## config.mk

```make
export PLATFORM = sky130hd
export DESIGN_NAME = tilt_movement_filter
export DESIGN_NICKNAME = d
export VERILOG_FILES = /design/src/rtl/tilt_movement_pkg.sv /design/src/rtl/sample_debouncer.sv /design/src/rtl/tilt_movement_filter.sv
export SDC_FILE = /design/constraint.sdc
export NUM_CORES = 1
export LEC_CHECK = 0
export CAP_MARGIN = 20
export CORE_UTILIZATION = 35
export CTS_BUF_LIST = sky130_fd_sc_hd__clkbuf_16
export DETAILED_ROUTE_END_ITERATION = 16
export PLACE_DENSITY = 0.69
export RECOVER_POWER = 100
export REMOVE_ABC_BUFFERS = 1
export SLEW_MARGIN = 25
export SYNTH_ARGS = -nofsm -noshare
export SYNTH_HDL_FRONTEND = slang
export SYNTH_SLANG_ARGS = --single-unit
export TNS_END_PERCENT = 30
```

## constraint.sdc

```tcl
create_clock -name clk_i -period 2.4 [get_ports clk_i]
set_clock_uncertainty 0.05 [all_clocks]
set_input_delay 0.48 -clock clk_i [delete_from_list [all_inputs] [get_ports clk_i]]
set_output_delay 0.48 -clock clk_i [all_outputs]
set_load 0.03 [all_outputs]
```

## src/rtl/tilt_movement_pkg.sv

```systemverilog
// Shared state encodings and default tuning constants for the tilt movement filter.
package tilt_movement_pkg;

  typedef enum logic [1:0] {
    LAT_NEUTRAL,
    LAT_LEFT,
    LAT_RIGHT
  } lateral_state_t;

  typedef enum logic [1:0] {
    JMP_READY,
    JMP_HOLD,
    JMP_RELEASE,
    JMP_COOLDOWN
  } jump_state_t;

  localparam int DEF_DATA_W        = 16;
  localparam int DEF_TILT_ON       = 100;
  localparam int DEF_TILT_OFF      = 60;
  localparam int DEF_JUMP_ON       = 200;
  localparam int DEF_JUMP_OFF      = 120;
  localparam int DEF_DEBOUNCE_N    = 3;
  localparam int DEF_JUMP_HOLD     = 8;
  localparam int DEF_JUMP_COOLDOWN = 16;

  // Bits needed to hold values 0..maxCount, never narrower than one bit.
  function automatic int cntWidth(input int maxCount);
    return (maxCount < 1) ? 1 : $clog2(maxCount + 1);
  endfunction

endpackage

```

## src/rtl/sample_debouncer.sv

```systemverilog
// Counts consecutive valid samples meeting a condition; strobes done on the Nth one.
module sample_debouncer
  import tilt_movement_pkg::*;
#(
  parameter int DEBOUNCE_N = DEF_DEBOUNCE_N
) (
  input  logic clk_i,
  input  logic reset_i,
  input  logic sample_valid_i,
  input  logic cond_i,
  input  logic clear_i,
  output logic done_o
);

  localparam int            CW      = cntWidth(DEBOUNCE_N);
  localparam logic [CW-1:0] LastCnt = CW'(DEBOUNCE_N - 1);

  logic [CW-1:0] cnt_q;
  logic [CW-1:0] cnt_d;
  logic [CW-1:0] base;

  // A clear arriving together with a sample restarts the run at that sample.
  assign base   = clear_i ? '0 : cnt_q;
  assign done_o = sample_valid_i && cond_i && (base == LastCnt);

  always_comb begin
    cnt_d = cnt_q;
    if (sample_valid_i) begin
      if (!cond_i || done_o) begin
        cnt_d = '0;
      end else begin
        cnt_d = base + CW'(1);
      end
    end else if (clear_i) begin
      cnt_d = '0;
    end
  end

  always_ff @(posedge clk_i) begin
    if (reset_i) begin
      cnt_q <= '0;
    end else begin
      cnt_q <= cnt_d;
    end
  end

endmodule

```

## src/rtl/tilt_movement_filter.sv

```systemverilog
// Turns raw lateral/vertical acceleration samples into debounced left/right
// tilt flags with hysteresis and a held, rate-limited jump indication.
module tilt_movement_filter
  import tilt_movement_pkg::*;
#(
  parameter int DATA_W        = DEF_DATA_W,
  parameter int TILT_ON       = DEF_TILT_ON,
  parameter int TILT_OFF      = DEF_TILT_OFF,
  parameter int JUMP_ON       = DEF_JUMP_ON,
  parameter int JUMP_OFF      = DEF_JUMP_OFF,
  parameter int DEBOUNCE_N    = DEF_DEBOUNCE_N,
  parameter int JUMP_HOLD     = DEF_JUMP_HOLD,
  parameter int JUMP_COOLDOWN = DEF_JUMP_COOLDOWN
) (
  input  logic                     clk_i,
  input  logic                     reset_i,
  input  logic                     sample_valid_i,
  input  logic signed [DATA_W-1:0] data_x_i,
  input  logic signed [DATA_W-1:0] data_y_i,
  output logic                     left_o,
  output logic                     right_o,
  output logic                     jump_o,
  output logic                     jump_pulse_o
);

  // One extra bit keeps -TILT_ON and the most negative sample representable.
  localparam logic signed [DATA_W:0] TiltOnPos  = (DATA_W+1)'(TILT_ON);
  localparam logic signed [DATA_W:0] TiltOnNeg  = -TiltOnPos;
  localparam logic signed [DATA_W:0] TiltOffPos = (DATA_W+1)'(TILT_OFF);
  localparam logic signed [DATA_W:0] TiltOffNeg = -TiltOffPos;
  localparam logic signed [DATA_W:0] JumpOnS    = (DATA_W+1)'(JUMP_ON);
  localparam logic signed [DATA_W:0] JumpOffS   = (DATA_W+1)'(JUMP_OFF);

  localparam int            JW       = cntWidth((JUMP_HOLD > JUMP_COOLDOWN) ? JUMP_HOLD : JUMP_COOLDOWN);
  localparam logic [JW-1:0] HoldLast = JW'(JUMP_HOLD);
  localparam logic [JW-1:0] CoolLast = JW'((JUMP_COOLDOWN > 0) ? JUMP_COOLDOWN - 1 : 0);

  logic signed [DATA_W:0] xExt;
  logic signed [DATA_W:0] yExt;
  logic overLeft, overRight, backFromLeft, backFromRight;
  logic jumpAbove, jumpBelow;

  assign xExt          = {data_x_i[DATA_W-1], data_x_i};
  assign yExt          = {data_y_i[DATA_W-1], data_y_i};
  assign overLeft      = xExt > TiltOnPos;
  assign overRight     = xExt < TiltOnNeg;
  assign backFromLeft  = xExt <= TiltOffPos;
  assign backFromRight = xExt >= TiltOffNeg;
  assign jumpAbove     = yExt > JumpOnS;
  assign jumpBelow     = yExt <= JumpOffS;

  lateral_state_t latState_q;
  logic           left_q, right_q, pendRight_q;
  logic           latCond, latClear, latDone;

  always_comb begin
    latCond = 1'b0;
    case (latState_q)
      LAT_NEUTRAL: latCond = overLeft | overRight;
      LAT_LEFT:    latCond = backFromLeft;
      LAT_RIGHT:   latCond = backFromRight;
      default:     latCond = 1'b0;
    endcase
  end

  // In NEUTRAL a run toward the opposite side must start counting afresh.
  assign latClear = sample_valid_i && (latState_q == LAT_NEUTRAL) &&
                    (overLeft | overRight) && (overRight != pendRight_q);

  sample_debouncer #(
    .DEBOUNCE_N(DEBOUNCE_N)
  ) u_lat_debouncer (
    .clk_i         (clk_i),
    .reset_i       (reset_i),
    .sample_valid_i(sample_valid_i),
    .cond_i        (latCond),
    .clear_i       (latClear),
    .done_o        (latDone)
  );

  always_ff @(posedge clk_i) begin
    if (reset_i) begin
      latState_q  <= LAT_NEUTRAL;
      left_q      <= 1'b0;
      right_q     <= 1'b0;
      pendRight_q <= 1'b0;
    end else if (sample_valid_i) begin
      if ((latState_q == LAT_NEUTRAL) && (overLeft | overRight)) begin
        pendRight_q <= overRight;
      end
      if (latDone) begin
        case (latState_q)
          LAT_NEUTRAL: begin
            if (overRight) begin
              latState_q <= LAT_RIGHT;
              right_q    <= 1'b1;
            end else begin
              latState_q <= LAT_LEFT;
              left_q     <= 1'b1;
            end
          end
          LAT_LEFT: begin
            latState_q <= LAT_NEUTRAL;
            left_q     <= 1'b0;
          end
          LAT_RIGHT: begin
            latState_q <= LAT_NEUTRAL;
            right_q    <= 1'b0;
          end
          default: begin
            latState_q <= LAT_NEUTRAL;
            left_q     <= 1'b0;
            right_q    <= 1'b0;
          end
        endcase
      end
    end
  end

  jump_state_t   jumpState_q;
  logic [JW-1:0] jumpCnt_q;
  logic          jump_q, pulse_q;

  // The pulse is a strobe, so it drops on the following clock even without a sample.
  always_ff @(posedge clk_i) begin
    if (reset_i) begin
      jumpState_q <= JMP_READY;
      jumpCnt_q   <= '0;
      jump_q      <= 1'b0;
      pulse_q     <= 1'b0;
    end else begin
      pulse_q <= 1'b0;
      if (sample_valid_i) begin
        case (jumpState_q)
          JMP_READY: begin
            if (jumpAbove) begin
              jumpState_q <= JMP_HOLD;
              jumpCnt_q   <= JW'(1);
              jump_q      <= 1'b1;
              pulse_q     <= 1'b1;
            end
          end
          JMP_HOLD: begin
            if (jumpCnt_q == HoldLast) begin
              jumpState_q <= JMP_RELEASE;
              jumpCnt_q   <= '0;
              jump_q      <= 1'b0;
            end else begin
              jumpCnt_q <= jumpCnt_q + JW'(1);
            end
          end
          JMP_RELEASE: begin
            if (jumpBelow) begin
              jumpCnt_q   <= '0;
              jumpState_q <= (JUMP_COOLDOWN == 0) ? JMP_READY : JMP_COOLDOWN;
            end
          end
          JMP_COOLDOWN: begin
            if (jumpCnt_q == CoolLast) begin
              jumpState_q <= JMP_READY;
              jumpCnt_q   <= '0;
            end else begin
              jumpCnt_q <= jumpCnt_q + JW'(1);
            end
          end
          default: begin
            jumpState_q <= JMP_READY;
            jumpCnt_q   <= '0;
            jump_q      <= 1'b0;
          end
        endcase
      end
    end
  end

  assign left_o       = left_q;
  assign right_o      = right_q;
  assign jump_o       = jump_q;
  assign jump_pulse_o = pulse_q;

endmodule

```

=== Word level (Yosys, flattened, before mapping) ===
Cells that the tools add are included.
W data, S select, Z words.

* Bits in registers: 16
* Input port bits: 35
* Output and inout bits: 4
* Logic and storage cells: 80

* Add/subtract/negate cells: 2
* Order comparisons: 6
* Equal/unequal tests: 15
* Muxes and demuxes: 24
* Bitwise logic cells: 5
* Reductions and logical operators: 19

{| class="wikitable"
|+ Operators by type and width
! operator !! number
|-
| $mux W5 || 4
|-
| $pmux W5 S4 || 1
|-
| $mux W2 || 9
|-
| $ge A16 B7 Y1 const B || 1
|-
| $gt A16 B8 Y1 const B || 1
|-
| $gt A16 B9 Y1 const B || 1
|-
| $le A16 B7 Y1 const B || 1
|-
| $le A16 B8 Y1 const B || 1
|-
| $lt A16 B8 Y1 const B || 1
|-
| $ne A2 B2 Y1 const B || 6
|-
| $reduce_and A4 Y1 || 3
|-
| $eq A5 B4 Y1 const B || 2
|-
| $eq A2 B2 Y1 const B || 4
|-
| $pmux W2 S4 || 1
|-
| $logic_and A1 B1 Y1 || 6
|-
| $pmux W1 S2 || 3
|-
| $add A5 B1 Y5 const B || 1
|-
| $mux W1 || 5
|-
| $reduce_and A5 Y1 || 1
|-
| $eq A2 B1 Y1 const B || 2
|-
| $logic_not A2 Y1 || 2
|-
| $not A1 Y1 || 4
|-
| $reduce_and A2 Y1 || 2
|-
| $pmux W1 S3 || 1
|-
| 8 further kinds || 8
|}

=== Logic depth before layout (Yosys ltp) ===
* Depth in word-level cells: 10
* Depth in mapped cells: 10
* Mapped depth without buffers: 10

=== By module ===
From an unflattened synthesis, not the netlist that was laid out.

* Cell total of the unflattened synthesis: 140
* Area total of the unflattened synthesis: 1188.6 µm²

{| class="wikitable"
|+ By module, submodules not included
! module !! times used !! cells an instance !! area an instance (µm²) !! sequential area each (µm²)
|-
| tilt_movement_filter || 1 || 127 || 1056.0 || 280.3
|-
| sample_debouncer || 1 || 13 || 132.6 || 40.0
|}

=== Worst setup path before layout ===
No wires, ideal clock.

* Path type: input-to-reg
* From: in data_x_i[13]
* To: reg right_q, in the netlist right_o
* Library setup time: 0.081 ns
* Arrival time: 2.357 ns
* Required time: 2.269 ns
* Setup slack: -0.088 ns
* Stages on the path: 10
* Path buffers: 0
* Cell sequence: or4_4 -> nor4_4 -> o21ai_2 -> a31oi_1 -> o21a_1 -> ha_1 -> nand2_1 -> nor2_1 -> o21ai_0 -> a41oi_1

* Longest elaborated chain between the ends: 8
* Elaborated cells between the ends (all ways): 15
* Those cells by class: order compare: 4; eq/ne: 3; mux: 2; bitwise: 1; reduce/logical: 5

{| class="wikitable"
|+ RTL lines
! what !! line !! source
|-
| from (decl) || tilt_movement_filter.sv:18 || <nowiki>input logic signed [DATA_W-1:0] data_x_i,</nowiki>
|-
| $gt A16 B8 Y1 or $lt A16 B8 Y1 (tied branches) || tilt_movement_filter.sv:45, tilt_movement_filter.sv:46 ||
|-
| $or A1 B1 Y1 || tilt_movement_filter.sv:59, tilt_movement_filter.sv:68 ||
|-
| $logic_and A1 B1 Y1 || tilt_movement_filter.sv:67 || <nowiki>assign latClear = sample_valid_i && (latState_q == LAT_NEUTRAL) &&</nowiki>
|-
| $logic_and A1 B1 Y1 || tilt_movement_filter.sv:68 || <nowiki>(overLeft | overRight) && (overRight != pendRight_q);</nowiki>
|-
| $mux W2 || n/a ||
|-
| $eq A2 B2 Y1 || sample_debouncer.sv:24 || <nowiki>assign done_o = sample_valid_i && cond_i && (base == LastCnt);</nowiki>
|-
| $logic_and A1 B1 Y1 || sample_debouncer.sv:24 ||
|-
| $reduce_and A4 Y1 (no line) * || n/a ||
|-
| to (signal assigned) || tilt_movement_filter.sv:85 || <nowiki>right_q <= 1'b0;</nowiki>
|-
| to (signal assigned) || tilt_movement_filter.sv:96 || <nowiki>right_q <= 1'b1;</nowiki>
|-
| to (signal assigned) || tilt_movement_filter.sv:108 || <nowiki>right_q <= 1'b0;</nowiki>
|-
| to (decl) || tilt_movement_filter.sv:53 || <nowiki>logic left_q, right_q, pendRight_q;</nowiki>
|}

Mark *: on every way between the ends. The rest lies on a longest branch, timed or not.
A chain may end at the register's enable or synchronous reset.

=== Worst setup path after layout ===
* From: in data_x_i[10]
* To: reg latState_q[0]

* Longest elaborated chain between the ends: 8
* Elaborated cells between the ends (all ways): 16
* Those cells by class: order compare: 4; eq/ne: 2; mux: 4; bitwise: 1; reduce/logical: 5

{| class="wikitable"
|+ RTL lines
! what !! line !! source
|-
| $gt A16 B8 Y1 or $lt A16 B8 Y1 (tied branches) || tilt_movement_filter.sv:45, tilt_movement_filter.sv:46 ||
|-
| $or A1 B1 Y1 || tilt_movement_filter.sv:59, tilt_movement_filter.sv:68 ||
|-
| $logic_and A1 B1 Y1 || tilt_movement_filter.sv:67 ||
|-
| $logic_and A1 B1 Y1 || tilt_movement_filter.sv:68 ||
|-
| $mux W2 || n/a ||
|-
| $eq A2 B2 Y1 || sample_debouncer.sv:24 ||
|-
| $logic_and A1 B1 Y1 || sample_debouncer.sv:24 ||
|-
| $reduce_and A2 Y1 (no line) || n/a ||
|-
| to (signal assigned) || tilt_movement_filter.sv:83 || <nowiki>latState_q <= LAT_NEUTRAL;</nowiki>
|-
| to (signal assigned) || tilt_movement_filter.sv:95 || <nowiki>latState_q <= LAT_RIGHT;</nowiki>
|-
| to (signal assigned) || tilt_movement_filter.sv:98 || <nowiki>latState_q <= LAT_LEFT;</nowiki>
|-
| to (decl) || tilt_movement_filter.sv:52 || <nowiki>lateral_state_t latState_q;</nowiki>
|}

Several ways; a longest one is shown, not always the timed one.

==> metrics.yaml <==
status: "finished, final reports clean"
final_nets: 255
yosysWarnings: 0
min_path_type: "flip-flop to flip-flop"
synth_area_per_cell_um2: 8.15
ys_seq_area_share_pct: 26.9
h-tree-depth: 1
synth_edf_count: 0
yosys_register_bits: 16
cts_buffers: 3
drt_iter0_drc: 55
r2r_slack_ns: 0.48
fin_area_mm2: 0.00195
dr.pass1.iters: 4
synth_top_area_cell: "dfxtp_1"
slew_headroom_pct: 73.5
r2r-end: "latState_q[0]"
antenna_found_initial: 0
grt_use_total_pct: 23.0
powerDensity_mw_per_mm2: 439
core_area_mm2: 0.00313
root_buffer: "clkbuf_16"
vdd_ir_drop_max_v: 0.000341
place_area_mm2: 0.00177
cts_tree: "built"
yosysTopAreaCellShare_pct: 26.9
final_common_cell: "buf_4"
gp_congestion: 0.895
crit_arrival_ns: 2.44
cp-end-kind: "flip-flop"
grt_max_degree: 10
synthTopCellsByArea: "dfxtp_1 (27%), ha_1 (9.5%), inv_1 (5.0%)"
synthCells: 146
min_path_cells: 2
clkSinkCount: 16
synthFlopType: "dfxtp_1"
num_vias: 1397
area_growth_pct: 64.1
clockBufferDepth: 2
r2r-start: "latState_q[0]"
wl_per_cell_um: 14.6
path_class: "input port to flip-flop"
grt_pass1_vias: 1370
drive_gt1_share_pct: 26.2
gr-total-overflow: 0
die-area_mm2: 0.00364
placementRows: 20
rsz0062_at_grt: "true"
diodes: 0
hold_viol: 0
cp-start-kind: "input port"
wl_um: 3700
crit_required_ns: 2.51
setup_viol: 0
antenna_left: 0
via_per_inst: 5.50
final_cell_mix: "buf_4 (23), inv_1 (16), clkdlybuf4s50_1 (16), dfxtp_1 (16)"
hold_ws_ns: 0.457
p_leak_nw: 0.850
dp_hpwl_um: 2860
rr_worst_depth: 8
finalNonFillerCells: 254
maxSlewViolCount: 0
port_buffers: 38
hold_buffers: 0
clock_latency_ns: 0.25
clkSlewWorstSetupHoldPaths_ns: 0.05
grt_first_pass_wirelength_um: 6310
hold_end: "jumpCnt_q[1]"
fin_crit_ns: 2.33
min_period_over_period_pct: 97.3
die_h_um: 60.3
hold_start: "jumpCnt_q[1]"
tightest_slew_ns: 0.396
dpl.cell_count: 246
cap_viol_max_count: 0
die_w_um: 60.3
ys_async_sr_fraction_pct: 0
fill_cells: 277
syn_area_mm2: 0.00119
ios: 39
clock.fmax_ghz: 0.428
initial_core_util_pct: 38.0
yosysUniqueCellTypes: 48
cp_max_fo: 6
drc: 0
synth_stat cells, drive strengths merged (2+ instances only):
master	instances
nand3	3
a211oi	4
a221oi	2
a311oi	3
nand4	6
o21ai	11
dfxtp	16
o31ai	2
a31oi	5
nor3	5
a31o	3
clkbuf	2
or3	3
a21oi	9
and3	5
nor4	5
ha	9
nand2	7
a211o	2
inv	16
nor2	8
cells by family after synthesis:
family | synth area share [%]
DFF | 26.9
adders and majority gates | 9.46
AOI/OAI and AO/OA | 32.5
and+or+nand+nor | 25.4
buffers and inverters | 5.68
worst max path at each step:
stage	start	endpoint	cells past startpoint
4_1_cts	data_x_i[9]	right_o	11
3_3_place_gp	data_x_i[13]	latState_q[1]	11
2_1_floorplan	data_x_i[13]	right_o	10
6_report	data_x_i[10]	latState_q[0]	9
3_5_place_dp	data_x_i[13]	right_o	11
5_1_grt	data_x_i[10]	latState_q[0]	9
layer usage:
| layer | GRT usage [%] | part of all wire (%) | vias up | wire length (um) |
|---|---|---|---|---|
| met1 | 26.8 | 44 | 669 | 1630 |
| met2 | 43.3 | 53 | 22 | 1960 |
| met4 | 4.65 | 0.38 | 0 | 14 |
| met5 | 0 | 0 | - | 0 |
| li1 | - | - | 702 | - |
| met3 | 4.11 | 2.5 | 4 | 93 |
critical path, cell delays in order:
cell      delay, ns
buf_6          0.09
or4_4          0.53
nor4_4         0.19
o21ai_2        0.11
a31oi_2        0.22
o21a_1         0.19
ha_4           0.20
nand4_1        0.14
a221oi_2       0.29
stage by stage:
| step | TNS, ns | total power [mW] | utilization [%] | setup WS, ns |
|---|---|---|---|---|
| after floorplan | -0.253 | 0.399 | - | -0.0834 |
| after global placement | -3.19 | 0.520 | 56.5 | -0.589 |
| after detailed placement | -3.65 | 0.527 | 56.5 | -0.697 |
| after CTS | 0 | 0.863 | 61.1 | 0.00312 |
| after global routing | -0.0564 | 0.904 | 62.4 | -0.0516 |
| final | 0 | 0.858 | 62.4 | 0.0657 |
report_power, final:
part / internal (mW) / total [mW] / switching (mW)
Sequential: 0.280 / 0.293 / 0.0125
Clock: 0.221 / 0.325 / 0.104
Combinational: 0.119 / 0.241 / 0.121
Total: 0.621 / 0.858 / 0.238
state kept, by name, summed over array words and instances, names as in the netlist:
name                   flops
jumpCnt_q                  5
jumpState_q                2
jump_o                     1
jump_pulse_o               1
latState_q                 2
left_o                     1
pendRight_q                1
right_o                    1
u_lat_debouncer.cnt_q      2
area by class of cell:
type	count	area, um^2	share of cell area (%)
inverters	16	60.1	3.07
flip-flops and latches	16	320	16.4
well taps	44	55.1	2.82
repair buffers	62	564	28.9
multi-input cells	112	875	44.8
clock buffers	3	75.1	3.84
clock inverters	1	3.75	0.192
what timing repair did:
item,4_1_cts,5_1_grt
pin swaps,13,16
gates resized for setup,30,18
endpoints found under the setup margin,6,6
setup buffers,3,1
Note: power is estimated with default switching activity, not from simulation.
